File: src/rtl/clkdiv_pkg.sv
// Shared types and helpers for the programmable clock divider.
package clkdiv_pkg;

    typedef enum logic [1:0] {
        ST_IDLE = 2'd0,
        ST_RUN  = 2'd1,
        ST_STEP = 2'd2
    } state_e;

    localparam int unsigned MIN_DIV_DEF = 2;
    localparam int unsigned CLAMP_W     = 32;

    // Raise any divisor below the legal minimum up to that minimum.
    function automatic logic [CLAMP_W-1:0] clamp_div(
        input logic [CLAMP_W-1:0] div,
        input logic [CLAMP_W-1:0] min_div
    );
        return (div < min_div) ? min_div : div;
    endfunction

endpackage

File: src/rtl/rising_edge_detect.sv
// Single-bit rising-edge detector with a registered history bit.
module rising_edge_detect (
    input  logic clk,
    input  logic reset,
    input  logic din,
    output logic rise_c
);

    logic hist_q;
    logic hist_d;

    always_comb begin
        hist_d = din;
    end

    always_ff @(posedge clk) begin
        if (reset) begin
            hist_q <= 1'b0;
        end else begin
            hist_q <= hist_d;
        end
    end

    assign rise_c = din & ~hist_q;

endmodule

File: src/rtl/clock_divider_prog.sv
// Runtime-programmable clock divider with free-run and single-step modes;
// divisor changes are applied only at period boundaries.
module clock_divider_prog
    import clkdiv_pkg::*;
#(
    parameter int unsigned WIDTH       = 28,
    parameter int unsigned DEFAULT_DIV = 5000000,
    parameter int unsigned MIN_DIV     = MIN_DIV_DEF
) (
    input  logic             clock_in,
    input  logic             reset,
    input  logic             enable,
    input  logic             mode,
    input  logic             step_req,
    input  logic             load,
    input  logic [WIDTH-1:0] divisor_in,
    output logic             clock_out,
    output logic             tick,
    output logic             busy
);

    localparam logic [WIDTH-1:0] RST_DIV =
        WIDTH'(clamp_div(CLAMP_W'(DEFAULT_DIV), CLAMP_W'(MIN_DIV)));

    state_e           state_q,      state_d;
    logic [WIDTH-1:0] cnt_q,        cnt_d;
    logic [WIDTH-1:0] div_cur_q,    div_cur_d;
    logic [WIDTH-1:0] div_shadow_q, div_shadow_d;
    logic             clock_out_q,  clock_out_d;
    logic             tick_q,       tick_d;
    logic             busy_q,       busy_d;

    logic             step_rise_c;
    logic             last_c;
    logic [WIDTH-1:0] half_c;
    logic [WIDTH-1:0] cnt_inc_c;
    logic [WIDTH-1:0] load_div_c;

    rising_edge_detect u_step_edge (
        .clk    (clock_in),
        .reset  (reset),
        .din    (step_req),
        .rise_c (step_rise_c)
    );

    assign load_div_c = WIDTH'(clamp_div(CLAMP_W'(divisor_in), CLAMP_W'(MIN_DIV)));
    assign last_c     = (cnt_q == (div_cur_q - WIDTH'(1)));
    assign half_c     = div_cur_q >> 1;
    assign cnt_inc_c  = cnt_q + WIDTH'(1);

    // Next-state, counter and output computation; outputs are the registered
    // image of the next counter value so clock_out/tick/busy stay aligned.
    always_comb begin
        state_d      = state_q;
        cnt_d        = cnt_q;
        div_cur_d    = div_cur_q;
        div_shadow_d = load ? load_div_c : div_shadow_q;
        clock_out_d  = 1'b0;
        tick_d       = 1'b0;
        busy_d       = 1'b0;

        case (state_q)
            ST_IDLE: begin
                cnt_d     = '0;
                div_cur_d = div_shadow_d;
                if (!mode && enable) begin
                    state_d     = ST_RUN;
                    clock_out_d = 1'b1;
                    tick_d      = 1'b1;
                    busy_d      = 1'b1;
                end else if (mode && step_rise_c) begin
                    state_d     = ST_STEP;
                    clock_out_d = 1'b1;
                    tick_d      = 1'b1;
                    busy_d      = 1'b1;
                end
            end

            ST_RUN, ST_STEP: begin
                if (last_c) begin
                    // Boundary: adopt the pending divisor and either rewrap or stop.
                    cnt_d     = '0;
                    div_cur_d = div_shadow_d;
                    if ((state_q == ST_RUN) && enable && !mode) begin
                        clock_out_d = 1'b1;
                        tick_d      = 1'b1;
                        busy_d      = 1'b1;
                    end else begin
                        state_d = ST_IDLE;
                    end
                end else begin
                    cnt_d       = cnt_inc_c;
                    clock_out_d = (cnt_inc_c < half_c);
                    busy_d      = 1'b1;
                end
            end

            default: begin
                state_d = ST_IDLE;
                cnt_d   = '0;
            end
        endcase
    end

    always_ff @(posedge clock_in) begin
        if (reset) begin
            state_q      <= ST_IDLE;
            cnt_q        <= '0;
            div_cur_q    <= RST_DIV;
            div_shadow_q <= RST_DIV;
            clock_out_q  <= 1'b0;
            tick_q       <= 1'b0;
            busy_q       <= 1'b0;
        end else begin
            state_q      <= state_d;
            cnt_q        <= cnt_d;
            div_cur_q    <= div_cur_d;
            div_shadow_q <= div_shadow_d;
            clock_out_q  <= clock_out_d;
            tick_q       <= tick_d;
            busy_q       <= busy_d;
        end
    end

    assign clock_out = clock_out_q;
    assign tick      = tick_q;
    assign busy      = busy_q;

endmodule

File: config.mk
export PLATFORM = sky130hd
export DESIGN_NAME = clock_divider_prog
export DESIGN_NICKNAME = d
export VERILOG_FILES = /design/src/rtl/clkdiv_pkg.sv /design/src/rtl/rising_edge_detect.sv /design/src/rtl/clock_divider_prog.sv
export SDC_FILE = /design/constraint.sdc
export NUM_CORES = 1
export LEC_CHECK = 0
export CAP_MARGIN = 0
export CORE_ASPECT_RATIO = 0.5
export CORE_MARGIN = 5
export CORE_UTILIZATION = 45
export DETAILED_ROUTE_END_ITERATION = 16
export PLACE_DENSITY = 0.66
export SLEW_MARGIN = 20
export SYNTH_ARGS = -nofsm -noshare
export SYNTH_HDL_FRONTEND = slang
export SYNTH_HIERARCHICAL = 1
export SYNTH_SLANG_ARGS = --single-unit
File: constraint.sdc
create_clock -name clock_in -period 3.25 [get_ports clock_in]
set_input_delay 0.65 -clock clock_in [delete_from_list [all_inputs] [get_ports clock_in]]
set_output_delay 0.65 -clock clock_in [all_outputs]
set_load 0.02 [all_outputs]
======== Word level (Yosys, flattened, before mapping) ========
Cells that the tools add are included.
operators by class
  add/sub/neg operators ................... 2
  multiply operators ...................... 0
  divide/modulo/power cells ............... 0
  order comparisons ....................... 2
  equality and inequality tests ........... 6
  shift-type cells ........................ 0
  muxes and demuxes ....................... 18
  bitwise operators ....................... 3
  reductions and logical operators ........ 11
operator list
  operator                                                                       number
  28-bit 2-to-1 mux                                                              3
  28-bit one-hot mux with 2 select lines                                         1
  28-bit by 1-bit adder with 28-bit output, second input constant                1
  28-bit == test                                                                 1
  28-bit by 2-bit less-than comparator with 1-bit output, second input constant  1
  28-bit by 27-bit less-than comparator with 1-bit output                        1
  28-bit by 1-bit subtractor with 28-bit output, second input constant           1
  2-bit 2-to-1 mux                                                               4
  1-bit 2-to-1 mux                                                               6
  1-bit one-hot mux with 2 select lines                                          3
  1-bit logical AND                                                              4
  2-bit inequality test, second input constant                                   2
  2-bit one-hot mux with 2 select lines                                          1
  3-bit inequality test, second input constant                                   1
  3-bit AND reduction                                                            1
  3-bit OR reduction                                                             1
  2-bit by 1-bit == test with 1-bit output, second input constant                1
  2-bit == test, second input constant                                           1
  2-bit logical NOT                                                              1
  1-bit inverter                                                                 2
  2-bit AND reduction                                                            1
  2-bit nonzero test                                                             1
  2-bit OR reduction                                                             1
  1-bit bitwise AND                                                              1
  1-bit logical NOT                                                              1
storage, ports and cells
  register bits ........................... 90
  bits in latches ......................... 0
  memory bits (writable) .................. 0
  bits in read-only memories .............. 0
  bits of input ports ..................... 34
  output and inout bits ................... 3
  memories ................................ 0

======== Logic depth before layout (Yosys ltp) ========
Gate-level depths: netlist of run 1.
  word-level depth ........................ 6
  gate-level depth with buffers ........... 16

======== Hierarchy ========
Netlist of run 1, hierarchy kept.
by module, submodules not included
  module              instances  cells each  area an instance (µm²)
  clock_divider_prog  1          604         5400.2
  rising_edge_detect  1          3           47.5

======== Worst setup path after synthesis of run 1 ========
Ideal clock, no wire load.
  kind .................................... register to register
  from .................................... register cnt_q[2]
  to ...................................... register clock_out_q, in the netlist clock_out
  library setup time ...................... 0.057 ns
  arrival time ............................ 3.278 ns
  required time ........................... 3.193 ns
  path slack .............................. -0.085 ns
  stages on the path, launching flop included .. 17
  period minus slack after synthesis ...... 3.335 ns
  cell sequence ........................... dfxtp_1 -> clkbuf_1 -> nand4_1 -> nor4bb_1 -> and3_1 -> clkbuf_1 -> and3_1 -> xor2_1 -> ha_1 -> a21oi_1 -> nor2_1 -> a2111oi_0 -> nor3_1 -> a211oi_1 -> nand4_1 -> nor3_1 -> a21o_1
on the way
  word-level cells in the longest chain between the ends .. 4
  elaborated cells between the ends (all ways) .. 5
  those cells by class .................... 1 x add/sub; 1 x order compare; 1 x eq/ne; 2 x mux
ends and longest elaborated chain
  item                                                     line                       RTL
  from (decl)                                              clock_divider_prog.sv:26   logic [WIDTH-1:0] cnt_q, cnt_d;
  from (signal assigned)                                   clock_divider_prog.sv:116  cnt_q <= cnt_d;
  28-bit by 1-bit adder with 28-bit output                 clock_divider_prog.sv:49   assign cnt_inc_c = cnt_q + WIDTH'(1);
  net cnt_inc_c[21]                                        clock_divider_prog.sv:36   logic [WIDTH-1:0] cnt_inc_c;
  28-bit by 27-bit less-than comparator with 1-bit output  clock_divider_prog.sv:93   clock_out_d = (cnt_inc_c < half_c);
  1-bit 2-to-1 mux                                         clock_divider_prog.sv:80   if (last_c) begin
  1-bit one-hot mux with 2 select lines                    clock_divider_prog.sv:62   case (state_q)
  to (signal assigned)                                     clock_divider_prog.sv:119  clock_out_q <= clock_out_d;
  to (decl)                                                clock_divider_prog.sv:29   logic clock_out_q, clock_out_d;
The timed path passes the listed nets, and every way through them passes these cells.
A chain may end at the register's enable or synchronous reset.

======== Worst setup path in the final report of run 1 ========
  from .................................... register div_cur_q[1]
  to ...................................... register div_cur_q[1]
on the way
  word-level cells in the longest chain between the ends .. 4
ends and longest elaborated chain
  item                                           line                       RTL
  from (decl)                                    clock_divider_prog.sv:27   logic [WIDTH-1:0] div_cur_q, div_cur_d;
  from (signal assigned)                         clock_divider_prog.sv:117  div_cur_q <= div_cur_d;
  28-bit by 1-bit subtractor with 28-bit output  clock_divider_prog.sv:47   assign last_c = (cnt_q == (div_cur_q - WIDTH'(1)));
  28-bit == test                                 clock_divider_prog.sv:47
  2-bit inequality test (no line)                --
  2-bit AND reduction (no line)                  --
No other way between the ends.

==> results.rst, run 1 <==
.. list-table::
   :header-rows: 1

   * - Metric
     - Value
   * - Largest net degree at the start of global routing
     - 46
   * - Share of the synthesized area in the top cell type
     - 33.1%
   * - Final GP Congestion
     - approximately 0.9
   * - Synthesis Warnings
     - 6
   * - Start of the worst register-to-register path
     - div_cur_q[1]$_SDFFE_PP0P_
   * - Post-synthesis to final-layout area growth
     - 22.0%
   * - Count of final setup violators
     - 0
   * - Count of flip-flops with a built-in enable after synthesis
     - 0
   * - Leading post-synthesis cells by instance count
     - sky130_fd_sc_hd__dfxtp_1 (90), sky130_fd_sc_hd__nor2_1 (64), sky130_fd_sc_hd__nand2_1 (45), sky130_fd_sc_hd__inv_1 (39), sky130_fd_sc_hd__xnor2_1 (35)
   * - Power per cell area
     - 502 mW/mm^2
   * - Number of buffers inserted for hold repair after clock tree synthesis
     - 0
   * - Die height
     - 87.8 um
   * - Placed Cells
     - 824
   * - Adder-Cell Fraction of Synth Area
     - 7.12%
   * - Port Buf Inserts
     - 36
   * - Data arrival time of the worst path
     - 3320 ps
   * - Critical path endpoint category
     - register
   * - Global-route wire length before repair
     - 21,300 um
   * - Post-route worst setup slack
     - 162 ps
   * - Logic depth of the worst register-to-register path
     - 11
   * - Buffer cell driving the clock tree root
     - sky130_fd_sc_hd__clkbuf_16
   * - Mapped Avg Cell Area
     - 8.97 um^2
   * - Worst Hold Launch
     - div_shadow_q[6]$_SDFF_PP1_
   * - Slew margin rel.
     - 50.1%
   * - Wirelength per Cell
     - 15.4 um
   * - Synth area leader
     - sky130_fd_sc_hd__dfxtp_1
   * - P_leak
     - 2.80 nW
   * - Total count of max-transition violations in the final report
     - 0
   * - Std-Cell Core Area
     - 0.0118 mm^2
   * - Total routed wirelength
     - 12,900 um
   * - DRC violation total after the first TritonRoute iteration
     - 233
   * - FILL cells
     - 1,097
   * - Max H-tree Level
     - 3
   * - Row Count
     - 28
   * - Drt first pass iters
     - 4
   * - Final hold vios
     - 0
   * - Initial cell density of the core
     - between 40 and 50%
   * - Overflow left after global routing
     - 0
   * - Cell type of the slowest stage on the worst timing path
     - sky130_fd_sc_hd__or3b_2
   * - Seq cells post-synth
     - 90
   * - Routed Antenna Nets
     - 0
   * - Layout net count
     - 735
   * - Critical Path RT
     - 3490 ps
   * - Clock transition at the registers of the reported paths
     - roughly 70 ps
   * - Transition time of the tightest slew-check pin
     - between 700 and 800 ps
   * - Clock sinks
     - 90
   * - Multiplexer area fraction after synthesis
     - 12.1%
   * - Startpoint-to-endpoint class of the critical path
     - register to register
   * - CTS tree
     - done
   * - HPWL after detailed placement
     - between 9000 and 10,000 um
   * - Xor-xnor portion of the synthesized cell area
     - 9.32%
   * - Peak fanout along the critical path
     - 20
   * - Post-placement worst setup slack
     - -19.2 ps
   * - Number of antenna violations at the first check in global routing
     - 0
   * - Result of the run
     - completed
   * - Number of cells on the worst hold path
     - 2
   * - Worst vdd rail ir drop
     - around 0.00028 V
   * - Largest cells by area after synthesis
     - sky130_fd_sc_hd__dfxtp_1 (33%), sky130_fd_sc_hd__ha_1 (7.1%), sky130_fd_sc_hd__xnor2_1 (5.6%)
   * - Start point of the critical path
     - div_cur_q[1]$_SDFFE_PP0P_
   * - Hold Crit Endpoint
     - div_shadow_q[6]$_SDFF_PP1_
   * - Overall power after layout
     - between 3 and 4 mW
   * - Setup skew after layout
     - 9.82 ps
   * - Total via count after detailed routing
     - approximately 4,400
   * - Final TNS setup
     - 0 ps
   * - Top_reg_cell synth
     - sky130_fd_sc_hd__dfxtp_1
   * - Proportion of synthesized flip-flops having asynchronous set or reset
     - 0%
   * - Min Clock Period, post-route
     - between 3000 and 4000 ps
   * - Longest Clk Path Bufs
     - 2
   * - Largest stage delay on the critical path
     - 500 ps
   * - Number of vias per cell
     - 5.20
   * - Number of diodes added for antenna fixing
     - 0
   * - Distinct cells, synth
     - 65
   * - Largest family of logic cells by synthesized area
     - simple AND/OR/NAND/NOR gates
   * - Worst Hold Class
     - register to register
   * - Portion of the post-synthesis area used by sequential elements
     - 33.1%
   * - FF-to-FF setup slack
     - 160 ps
   * - Clock insertion delay at the later pin of the skew report
     - 350 ps
   * - Crit path cell chain
     - inv_1 -> ha_1 -> or3b_2 -> o31a_2 -> o22ai_1 -> a2111oi_2 -> and4_2 -> and4b_4 -> a21oi_4 -> buf_12 -> mux2_2
   * - Number of primary I/O pins
     - 37
   * - Tcrit/Tclk final
     - 95.0%
   * - Cells after synthesis
     - 607
   * - Library cell with the highest instance count after synthesis
     - sky130_fd_sc_hd__dfxtp_1
   * - Highest Clock Rate
     - 324 MHz
   * - Total of max-cap violations
     - 0
   * - Critical Path Source Type
     - register
   * - Post-route DRC
     - 0
   * - Setup fix buffers added after clock tree synthesis
     - 0
   * - Die outline area
     - 0.0145 mm^2
   * - RR Endpoint
     - div_cur_q[1]$_SDFFE_PP0P_
   * - TritonCTS Buffers
     - 9
   * - Simple-gate share of the synthesized area
     - 25.5%
   * - Die width
     - 166 um
   * - Compound-Gate Fraction of Synth Area
     - between 7 and 8%
   * - Post-synth net total
     - 672
   * - Share of post-route cells with drive strength above 1
     - 18.8%
   * - Global-route total usage across every layer
     - roughly 18%
   * - Post-synthesis instance area
     - 0.00545 mm^2
   * - Number of global-route vias before repair
     - roughly 4,300
   * - Post-layout instance count excluding filler cells
     - 840
## worst max-delay path: cells and delay by family, from the launching register on
family,cells,cell delay [ps]
AO/OA/AOI/OAI,4,850
adder cells (fa/ha/maj),1,180
buffers and inverters,2,290
flip-flops,1,340
multiplexers,1,350
AND/OR/NAND/NOR,3,960
## repair_timing
| action | in CTS | in global routing |
|---|---|---|
| cloned | 0 | 0 |
| endpoints found under the setup margin | 23 | 60 |
| pin swaps | 0 | 10 |
| gates resized for setup | 1 | 25 |
## per-layer routing
layer / global-route usage (%) / wire (um) / up-vias
met1: 24.1 / 6340 / 2032
met4: 4.57 / 161 / 0
met5: 0 / 0 / -
li1: - / - / 2273
met3: 3.97 / 453 / 10
met2: 31.0 / 5940 / 55
## power by group
group / internal (mW) / switching [mW]
Clock: 0.703 / 0.453
Sequential: 1.19 / 0.0748
Combinational: 0.443 / 0.472
Total: 2.34 / 1.00
## area by class of cell
class | instances | area [um^2] | share of cell area (%)
clock buffers | 10 | 239 | 3.60
well taps | 165 | 206 | 3.11
clock inverters | 6 | 95.1 | 1.43
inverters | 39 | 146 | 2.20
repair buffers | 76 | 681 | 10.2
flip-flops and latches | 90 | 1810 | 27.2
multi-input cells | 454 | 3470 | 52.2
## worst max-delay path by stage
stage / endpoint / slack, ps / cells past startpoint
floorplan: clock_out$_SDFF_PP0_ / 100 / 15
global placement: div_cur_q[26]$_SDFFE_PP0P_ / 50 / 12
detailed placement: div_cur_q[25]$_SDFFE_PP0P_ / -20 / 12
CTS: clock_out$_SDFF_PP0_ / 10 / 14
global route: clock_out$_SDFF_PP0_ / -60 / 14
finish: div_cur_q[1]$_SDFFE_PP0P_ / 160 / 11
## kinds of logic after synthesis
kind of cell	count (synthesis)
flip-flops	90
AND/OR/NAND/NOR	252
XOR/XNOR	58
adder cells (fa/ha/maj)	31
AO/OA/AOI/OAI	58
buffers and inverters	63
multiplexers	55
## sequential cells by signal, indices dropped and copies added, names as in the netlist
name	count
busy	1
div_shadow_q	28
div_cur_q	28
u_step_edge/hist_q	1
cnt_q	28
tick	1
clock_out	1
state_q	2
## metrics by stage
step / hold slack (ps) / area, um^2 / util, %
6_report: 467 / 6640 / 56.1
3_5_place_dp: 454 / 6200 / 52.3
5_1_grt: 499 / 6640 / 56.1
4_1_cts: 472 / 6540 / 55.2
3_3_place_gp: 449 / 6200 / 52.3
2_1_floorplan: 434 / 5460 / -
## cell usage in the layout, fill, tap and decap left out, types with 5 or more instances in the layout
| cell | count |
|---|---|
| sky130_fd_sc_hd__nor2_1 | 64 |
| sky130_fd_sc_hd__nand3_1 | 17 |
| sky130_fd_sc_hd__nor2b_1 | 28 |
| sky130_fd_sc_hd__clkdlybuf4s50_1 | 35 |
| sky130_fd_sc_hd__mux2i_1 | 27 |
| sky130_fd_sc_hd__nor3_1 | 14 |
| sky130_fd_sc_hd__nand4_1 | 13 |
| sky130_fd_sc_hd__nor4_2 | 5 |
| sky130_fd_sc_hd__nand2_1 | 45 |
| sky130_fd_sc_hd__o21ai_0 | 13 |
| sky130_fd_sc_hd__clkbuf_16 | 9 |
| sky130_fd_sc_hd__mux2_4 | 20 |
| sky130_fd_sc_hd__a211oi_1 | 5 |
| sky130_fd_sc_hd__xor2_1 | 23 |
| sky130_fd_sc_hd__dfxtp_1 | 86 |
| sky130_fd_sc_hd__mux2_2 | 8 |
| sky130_fd_sc_hd__buf_4 | 38 |
| sky130_fd_sc_hd__nor4_1 | 15 |
| sky130_fd_sc_hd__ha_1 | 31 |
| sky130_fd_sc_hd__inv_1 | 39 |
| sky130_fd_sc_hd__xnor2_1 | 35 |
| sky130_fd_sc_hd__a21oi_1 | 9 |
| sky130_fd_sc_hd__and3_1 | 6 |
(Power assumes the default switching activity.)
==> inputs of run 2 (changes only) <==
Settings changed: SLEW_MARGIN 20 to not set.
==> results of run 2 <==
No change in the layout: final DEF, timing and power equal those of run 1.
==> inputs of run 3 (changes only) <==
Settings changed: MAX_ROUTING_LAYER set to met4, RECOVER_POWER set to 25.
==> run 3 against run 2 <==
The run now ends with capacitance limit, slew limit left; sequential cell count unchanged; combinational power decreased by 2.3%; final area decreased by 0.21%.
==> results.rst, run 3 (synthesis results as in run 1) <==
.. list-table::
   :header-rows: 1

   * - Metric
     - Value
   * - CTS tree
     - done
   * - Result of the run
     - finished with violations
   * - TritonCTS Buffers
     - 9
   * - Critical Path RT
     - ~3500 ps
   * - Final GP Congestion
     - 0.920
   * - Tcrit/Tclk final
     - a little over nine tenths
   * - Overall power after layout
     - between 3 and 4 mW
   * - Number of antenna violations at the first check in global routing
     - 0
   * - Proportion of power drawn by the clock network
     - 32.9%
   * - Net Sw Frac
     - 30.8%
   * - Final Core Density
     - a little under three fifths
   * - Die outline area
     - 0.0145 mm^2
   * - Overflow left after global routing
     - 0
   * - Fraction of power consumed by combinational cells
     - approximately 28%
   * - Final Cell Area
     - 0.00663 mm^2
   * - Drt first pass iters
     - 5
   * - DRC violation total after the first TritonRoute iteration
     - 247
   * - Transition time of the tightest slew-check pin
     - 2150 ps
   * - Routed Antenna Nets
     - 0
   * - Most common cell after layout, fill and taps aside
     - sky130_fd_sc_hd__dfxtp_1
   * - Data arrival time of the worst path
     - 3330 ps
   * - Post-placement worst setup slack
     - -2.89 ps
   * - Int Power
     - between 2 and 2.5 mW
   * - Worst hold slack across all endpoints
     - 471 ps
   * - Critical Path Source Type
     - register
   * - Peak fanout along the critical path
     - 20
   * - Net load switching power
     - 994 uW
   * - Violated checks
     - capacitance limit, slew limit
   * - Slew margin rel.
     - -43.4%
   * - Worst vdd rail ir drop
     - 0.000262 V
   * - Post-layout instance count excluding filler cells
     - around 850
   * - Die width
     - 166 um
   * - Final TNS setup
     - 0 ps
   * - Total count of max-transition violations in the final report
     - 46
   * - Die height
     - 87.8 um
   * - Power per cell area
     - 487 mW/mm^2
   * - Number of vias per cell
     - 5.23
   * - Critical path endpoint category
     - register
   * - Count of final setup violators
     - 0
   * - Port Buf Inserts
     - 36
   * - Share of post-route cells with drive strength above 1
     - between 10% and 20%
   * - Highest-count cells in the layout ignoring fill and taps
     - sky130_fd_sc_hd__dfxtp_1 (89), sky130_fd_sc_hd__nor2_1 (64), sky130_fd_sc_hd__nand2_1 (45), sky130_fd_sc_hd__buf_4 (41), sky130_fd_sc_hd__inv_1 (39)
   * - Post-route DRC
     - 0
   * - Global-route total usage across every layer
     - 19.0%
   * - HPWL after detailed placement
     - 9970 um
   * - Number of buffers inserted for hold repair after clock tree synthesis
     - 0
   * - Number of diodes added for antenna fixing
     - 0
   * - Post-detailed-placement cell area
     - slightly above 0.006 mm^2
   * - Total routed wirelength
     - 12,900 um
   * - Clock insertion delay at the later pin of the skew report
     - about 340 ps
   * - Total via count after detailed routing
     - 4,423
   * - Largest registers
     - cnt_q x28, div_cur_q x28, div_shadow_q x28
   * - Startpoint-to-endpoint class of the critical path
     - register to register
   * - Post-synthesis to final-layout area growth
     - 21.7%
   * - Flop pwr share
     - 39.3%
   * - Clock sinks
     - 90
   * - Post-route worst setup slack
     - roughly 160 ps
   * - Number of primary I/O pins
     - 37
   * - Clock transition at the registers of the reported paths
     - 70 ps
   * - Std-Cell Core Area
     - 0.0118 mm^2
   * - Layout net count
     - 741
   * - Buffer cell driving the clock tree root
     - sky130_fd_sc_hd__clkbuf_16
   * - Wirelength per Cell
     - 15.3 um
   * - Min Clock Period, post-route
     - 3090 ps
   * - Placed Cells
     - 825
   * - Worst Hold Class
     - register to register
   * - Setup skew after layout
     - 8.10 ps
   * - Max H-tree Level
     - 3
   * - Total of max-cap violations
     - 1
   * - Global-route wire length before repair
     - approximately 22,000 um
   * - Initial cell density of the core
     - 46.0%
   * - Final hold vios
     - 0
   * - Longest Clk Path Bufs
     - 2
   * - Highest Clock Rate
     - 323 MHz
   * - Largest net degree at the start of global routing
     - 46
   * - P_leak
     - 2.79 nW
   * - Number of global-route vias before repair
     - 4,454
   * - Row Count
     - 28
==> run 3: changes by cell type in the layout (fill, tap and decap cells not counted), sizes merged <==
| cell | delta |
|---|---|
| clkbuf | +3 |
| clkinvlp | +2 |
| clkinv | -1 |
| bufinv | -1 |
| dlygate4sd3 | +1 |
| clkdlybuf4s50 | -1 |
| buf | +3 |
==> run 3: power by group through the flow <==
| stage | logic (mW) | clock network, mW | registers, mW |
|---|---|---|---|
| 3_5_place_dp | 0.871 | 0 | 1.29 |
| 4_1_cts | 0.877 | 1.08 | 1.27 |
| 3_3_place_gp | 0.860 | 0 | 1.29 |
| 6_report | 0.895 | 1.06 | 1.27 |
| 2_1_floorplan | 0.637 | 0 | 1.29 |
| 5_1_grt | 0.985 | 1.14 | 1.28 |
==> run 3: final cells by class <==
type,count,area [um^2]
flip-flops and latches,90,1800
multi-input cells,454,3460
fillers,1110,5210
clock inverters,6,73.8
inverters,39,146
well taps,165,206
clock buffers,10,229
repair buffers,82,714
==> run 3: what timing repair did <==
action | CTS | global route
gates cloned | 0 | 0
buffers inserted | 0 | 5
pin swaps | 0 | 8
gates resized for setup | 2 | 19
setup endpoints to repair | 12 | 32
==> run 3: worst paths after layout <==
check                       startpoint                        end  slack [ps]  depth (start not counted)
max          div_cur_q[0]$_SDFFE_PP0P_  div_cur_q[6]$_SDFFE_PP1P_         160                         10
min                cnt_q[0]$_SDFF_PP0_        cnt_q[0]$_SDFF_PP0_         470                          1
max reg2reg  div_cur_q[0]$_SDFFE_PP0P_  div_cur_q[6]$_SDFFE_PP1P_         160                         10
min reg2reg        cnt_q[0]$_SDFF_PP0_        cnt_q[0]$_SDFF_PP0_         470                          1
==> run 3: layer usage <==
| metal | share of wire (%) | up-vias | track usage (%) | wire, um |
|---|---|---|---|---|
| met3 | 4.0 | 22 | 3.92 | 518 |
| met1 | 49 | 2053 | 24.3 | 6310 |
| met4 | 1.6 | 0 | 4.57 | 201 |
| li1 | - | 2270 | - | - |
| met2 | 46 | 78 | 31.4 | 5890 |
| met5 | 0 | - | - | 0 |
==> run 3: critical path, stage by stage (launching register included) <==
cell	delay (ps)
sky130_fd_sc_hd__dfxtp_1	310
sky130_fd_sc_hd__buf_4	140
sky130_fd_sc_hd__or4_4	580
sky130_fd_sc_hd__or3_4	390
sky130_fd_sc_hd__o21a_1	200
sky130_fd_sc_hd__o22a_1	190
sky130_fd_sc_hd__and4_2	260
sky130_fd_sc_hd__and4b_4	200
sky130_fd_sc_hd__a21oi_4	160
sky130_fd_sc_hd__buf_12	200
sky130_fd_sc_hd__mux2_2	350
